===== config.mk =====
export PLATFORM = sky130hd
export DESIGN_NAME = mont_enc
export DESIGN_NICKNAME = d
export VERILOG_FILES = /design/src/rtl/mont_enc.sv
export SDC_FILE = /design/constraint.sdc
export NUM_CORES = 1
export LEC_CHECK = 0
export ABC_AREA = 1
export BUFFER_PORTS_ARGS = -buffer_cell sky130_fd_sc_hd__buf_4
export CAP_MARGIN = 0
export CORE_MARGIN = 2
export CORE_UTILIZATION = 58
export DETAILED_ROUTE_END_ITERATION = 10
export PLACE_DENSITY_LB_ADDON = 0.08
export SLEW_MARGIN = 20
export SYNTH_ARGS = -nofsm -noshare
export SYNTH_HDL_FRONTEND = slang
export SYNTH_SLANG_ARGS = --single-unit

===== constraint.sdc =====
create_clock -name clk -period 3.5 [get_ports clk]
set_clock_uncertainty 0.2 [all_clocks]
set_input_delay 0.35 -clock clk [delete_from_list [all_inputs] [get_ports clk]]
set_output_delay 0.35 -clock clk [all_outputs]
set_load 0.02 [all_outputs]

===== src/rtl/mont_enc.sv =====
// Montgomery-domain encoder: computes x = a * 2^W mod n by W rounds of
// modular doubling on a W+1-bit accumulator (adder/subtractor + comparator only).
module mont_enc #(
  parameter int unsigned  W = 65,
  parameter logic [W-1:0] n = 65'd21536215303153667899
) (
  input  logic         clk,
  input  logic         rst_n,
  input  logic         in_valid,
  output logic         in_ready,
  input  logic [W-1:0] a,
  output logic         out_valid,
  input  logic         out_ready,
  output logic [W-1:0] x
);

  localparam int unsigned CW = $clog2(W + 1);
  localparam logic [CW-1:0] LAST = CW'(W - 1);

  typedef enum logic [1:0] {
    IDLE,
    RUN,
    DONE
  } state_t;

  state_t        state_q, state_d;
  logic [W:0]    acc_q, acc_d;
  logic [CW-1:0] cnt_q, cnt_d;

  logic [W:0] n_ext;
  logic [W:0] a_ext;
  logic [W:0] dbl;

  assign n_ext = {1'b0, n};
  assign a_ext = {1'b0, a};
  // acc stays below n < 2^W, so the doubled value always fits in W+1 bits
  assign dbl   = acc_q << 1;

  // State, accumulator and round counter registers
  always_ff @(posedge clk or negedge rst_n) begin
    if (!rst_n) begin
      state_q <= IDLE;
      acc_q   <= '0;
      cnt_q   <= '0;
    end else begin
      state_q <= state_d;
      acc_q   <= acc_d;
      cnt_q   <= cnt_d;
    end
  end

  // Next-state, datapath step and handshake outputs
  always_comb begin
    state_d   = state_q;
    acc_d     = acc_q;
    cnt_d     = cnt_q;
    in_ready  = 1'b0;
    out_valid = 1'b0;
    unique case (state_q)
      IDLE: begin
        in_ready = 1'b1;
        if (in_valid) begin
          acc_d   = (a_ext >= n_ext) ? (a_ext - n_ext) : a_ext;
          cnt_d   = '0;
          state_d = RUN;
        end
      end
      RUN: begin
        acc_d = (dbl >= n_ext) ? (dbl - n_ext) : dbl;
        cnt_d = cnt_q + 1'b1;
        if (cnt_q == LAST) begin
          state_d = DONE;
        end
      end
      DONE: begin
        out_valid = 1'b1;
        if (out_ready) begin
          state_d = IDLE;
        end
      end
      default: state_d = IDLE;
    endcase
  end

  assign x = acc_q[W-1:0];

endmodule

==> results.cfg <==
[cts]
library_cell_used_as_clock_root_buffer = sky130_fd_sc_hd__clkbuf_16
path_clk_slew_ns = 0.07
skew_pair_late_insertion_delay_ns = 0.35
cts.sink_count = 74
cts-root-to-sink-buffers = 2
cts_tree = built
cts-htree-levels = 3
tritoncts.num_buffers = 9

[timing]
worst_pin_slew_ns = 1.023
setup_ws_ns = 0.3313
rsz0062_at_grt = no
final_period_minus_worst_setup_slack_ns = 3.169
max_clock_freq_mhz = 315.6
part_of_the_cycle_the_worst_path_needs_pct = 90.53
fin_setup_tns_ns = 0
setup_violations = 0
final-hold-violation-count = 0
timing.max_slew.rel_slack_pct = 31.83
max_slew_vio_count = 0

[detailed_routing]
drt_pre_antenna_iters = 8
drc = 0
via_per_inst = 5.778
via_count = 16133
drtAntennaViolNets = 0
dr.first_iter.drc_count = 2067
routed_wl_um = 48250
post_drt_wl_per_cell_um = 17.28

[worst_setup_path]
worst_r2r_path_depth = 17
crit_path_cell_trace = ha_1, nand3_2, nand2_2, nand2_1, inv_2, nand2_1, nand2_1, nand2_1, nand2_1, nand2_1, nand2_8, inv_4, o21ai_0, nand3_1, nand2_1, nand2_1, nand2_1
crit_slowest_cell = sky130_fd_sc_hd__dfrtp_1
worstSetupPathType = flop to flop
cp_data_required_time_ns = 3.57
critical_path_peak_fanout = 54
terminus_of_the_critical_flop_to_flop_path = acc_q[28]
cp-start-kind = flop
cp_num_buf_inv = 2
worst_path_most_repeated_cell = sky130_fd_sc_hd__nand2_1
regToRegSetupSlack_ns = 0.33
cp.arrival_ns = 3.24
cpPeakStageDelay_ns = 0.47
worst_path_dominant_cell_family = simple AND/OR/NAND/NOR gates
worstReg2RegStart = acc_q[1]
cp_capture_type = flop

[power_and_ir_drop]
seq_power_share_pct = 21.4
p_leak_uw = 0.007738
internal-power_uw = 4146
p_sw_share_pct = 57.63
powerDensity_mw_per_mm2 = 726.3
clockPowerShare_pct = 10.4
comb_power_share_pct = 68.2
net-switching-power_uw = 5639
ir_drop_mv = 0.3469

[floorplanning]
floorplan.initialDensity_pct = 59.12
die_width_um = 147.6
row_count = 52
core_mm2 = 0.02023
die_height_um = 147.6
die-area_mm2 = 0.02179
ios = 136

[min_path]
worst_hold_path.num_cells = 3
hold_path_end = acc_q[1]
hp-class = input pin to flop
min_from = a[1]

[yosys]
synth_enable_flop_cells = 0
syn_area_mm2 = 0.01196
synth.avg_cell_area_um2 = 4.964
synth_top_cells_by_area = sky130_fd_sc_hd__nand2_1 33%, sky130_fd_sc_hd__dfrtp_1 15%, sky130_fd_sc_hd__nand3_1 12%
yosys_warnings = 0
synthArstFlopShare_pct = 100.0
postSynth.topFlopCell = sky130_fd_sc_hd__dfrtp_1
netlist-cell-type-count = 45
postSynthNetCount = 2483
yosys.area.top_type = sky130_fd_sc_hd__nand2_1
syn-instance-count = 2410
yosysTopAreaCellShare_pct = 32.73
synth.ff_latch_count = 74
yosysSeqAreaShare_pct = 15.48

[placed_design]
place.gp.congestion = 1.117
hpwlAfterDp_um = 38770
placement.setup.worst_slack_ns = 0.4356
io_buffer_count = 135
placedInstanceArea_mm2 = 0.01313

[global_routing]
grt-ovfl-total = 0
via_count_of_the_first_global_routing_pass = 14617
globalRouteTotalUtil_pct = 43.46
grt_antenna_before_repair = 0
first_pass_grt_wire_length_um = 74870
grt_max_degree = 75

[finish]
num-nets-final = 2591
drive_above_1_share_pct = 9.080
final_cell_area_mm2 = 0.01347
fillCellCount = 2038
insertedDiodeCount = 0
synthToLayoutAreaGrowth_pct = 12.61

[job]
max_cap_viol_count = 0

[outcome]
status = complete, no violations
==> power groups by stage <==
| stage | logic, uW | clock network [uW] | registers [uW] |
|---|---|---|---|
| 6_report | 6670 | 1020 | 2100 |
| 5_1_grt | 7340 | 1050 | 2140 |
| 4_1_cts | 6470 | 1020 | 2040 |
| 3_5_place_dp | 6400 | 0 | 2050 |
| 3_3_place_gp | 6280 | 0 | 2040 |
| 2_1_floorplan | 3980 | 0 | 2290 |
==> routing by layer <==
metal,part of all wire [%],track usage [%]
met3,13,8.735
met4,5.3,21.15
met5,0,0
met2,44,69.21
met1,38,56.43
==> per-stage QoR <==
| step | util (%) | cells | hold slack, ns | power, uW |
|---|---|---|---|---|
| detailed placement | 64.88 | 2775 | 0.3059 | 8459 |
| global route | 66.58 | 2792 | 0.1027 | 10520 |
| global placement | 64.88 | 2775 | 0.2837 | 8321 |
| finish | 66.58 | 2792 | 0.08427 | 9785 |
| floorplan | - | 2410 | -0.1456 | 6272 |
| CTS | 66.53 | 2792 | 0.07975 | 9529 |
==> how the worst max path moves through the flow <==
stage	startpoint	end	slack, ns	cells after the start
finish	acc_q[1]	acc_q[28]	0.33	17
detailed placement	acc_q[1]	acc_q[19]	0.44	17
global route	acc_q[1]	acc_q[28]	0.09	17
global placement	acc_q[1]	acc_q[3]	0.52	18
CTS	acc_q[1]	acc_q[28]	0.29	17
floorplan	acc_q[1]	acc_q[7]	1.03	17
==> flip-flops by register name (all words and copies together), names as in the netlist <==
signal	cells
acc_q	65
state_q	2
cnt_q	7
==> layout make-up <==
class	instances	area (um2)	area share, %
Sequential cell	74	1852	13.75
Clock inverter	6	90.09	0.6687
Multi-Input combinational cell	1939	8448	62.71
Timing Repair Buffer	165	1281	9.511
Inverter	329	1237	9.185
Clock buffer	9	225.2	1.672
Tap cell	270	337.8	2.508
==> layout by cell type (no fill, tap or decap), types with 3 or more instances in the layout <==
| master | netlist | routed |
|---|---|---|
| sky130_fd_sc_hd__clkbuf_16 | 0 | 9 |
| sky130_fd_sc_hd__nand3b_1 | 6 | 6 |
| sky130_fd_sc_hd__inv_2 | 14 | 15 |
| sky130_fd_sc_hd__a21oi_1 | 70 | 70 |
| sky130_fd_sc_hd__nor3_1 | 35 | 35 |
| sky130_fd_sc_hd__and2_1 | 5 | 5 |
| sky130_fd_sc_hd__buf_4 | 9 | 160 |
| sky130_fd_sc_hd__o21ai_1 | 17 | 17 |
| sky130_fd_sc_hd__buf_12 | 0 | 3 |
| sky130_fd_sc_hd__nand2_2 | 8 | 7 |
| sky130_fd_sc_hd__dfrtp_1 | 74 | 74 |
| sky130_fd_sc_hd__nand3_2 | 3 | 3 |
| sky130_fd_sc_hd__or2_1 | 3 | 3 |
| sky130_fd_sc_hd__a31oi_1 | 4 | 4 |
| sky130_fd_sc_hd__nand4_1 | 31 | 31 |
| sky130_fd_sc_hd__o211ai_1 | 10 | 10 |
| sky130_fd_sc_hd__o21ai_0 | 61 | 61 |
| sky130_fd_sc_hd__nand2_1 | 1043 | 1043 |
| sky130_fd_sc_hd__nor2_1 | 292 | 290 |
| sky130_fd_sc_hd__nand3_1 | 276 | 276 |
| sky130_fd_sc_hd__xor2_1 | 35 | 35 |
| sky130_fd_sc_hd__ha_1 | 4 | 4 |
| sky130_fd_sc_hd__nor2_2 | 12 | 12 |
| sky130_fd_sc_hd__inv_1 | 314 | 313 |
==> cells in the mapped netlist (17+ instances only) <==
library cell,n
sky130_fd_sc_hd__buf_2,18
sky130_fd_sc_hd__nor3_1,35
sky130_fd_sc_hd__dfrtp_1,74
sky130_fd_sc_hd__nand3_1,276
sky130_fd_sc_hd__o21ai_1,17
sky130_fd_sc_hd__buf_6,19
sky130_fd_sc_hd__nor2_1,292
sky130_fd_sc_hd__o21ai_0,61
sky130_fd_sc_hd__nand2_1,1043
sky130_fd_sc_hd__inv_1,314
sky130_fd_sc_hd__nand4_1,31
sky130_fd_sc_hd__a21oi_1,70
sky130_fd_sc_hd__xor2_1,35
==> worst register-to-register path: stages (launching register included) <==
cell and delay, ns:
sky130_fd_sc_hd__dfrtp_1 0.47, sky130_fd_sc_hd__ha_1 0.25, sky130_fd_sc_hd__nand3_2 0.15, sky130_fd_sc_hd__nand2_2 0.14, sky130_fd_sc_hd__nand2_1 0.10, sky130_fd_sc_hd__inv_2 0.07
sky130_fd_sc_hd__nand2_1 0.06, sky130_fd_sc_hd__nand2_1 0.16, sky130_fd_sc_hd__nand2_1 0.07, sky130_fd_sc_hd__nand2_1 0.09, sky130_fd_sc_hd__nand2_1 0.13, sky130_fd_sc_hd__nand2_8 0.31
sky130_fd_sc_hd__inv_4 0.18, sky130_fd_sc_hd__o21ai_0 0.31, sky130_fd_sc_hd__nand3_1 0.16, sky130_fd_sc_hd__nand2_1 0.12, sky130_fd_sc_hd__nand2_1 0.05, sky130_fd_sc_hd__nand2_1 0.08
==> cells by family (layout without fill, tap and decap cells) <==
family	Yosys count	after routing	synth area share, %
AO/OA/AOI/OAI	173	173	7.782
XOR/XNOR	37	37	2.709
adder cells (fa/ha/maj)	4	4	0.4184
buffers and inverters	397	509	14.14
flip-flops	74	74	15.48
multiplexers	1	1	0.08368
AND/OR/NAND/NOR	1724	1724	59.39
==> timing repair <==
item | CTS | global route
setup buffers | 0 | 0
hold endpoints to repair | 6 | 0
resized for setup | 0 | 1
setup endpoints to repair | 0 | 1
hold buffers | 2 | 0
No activity file was read; power rests on OpenSTA's default activity.
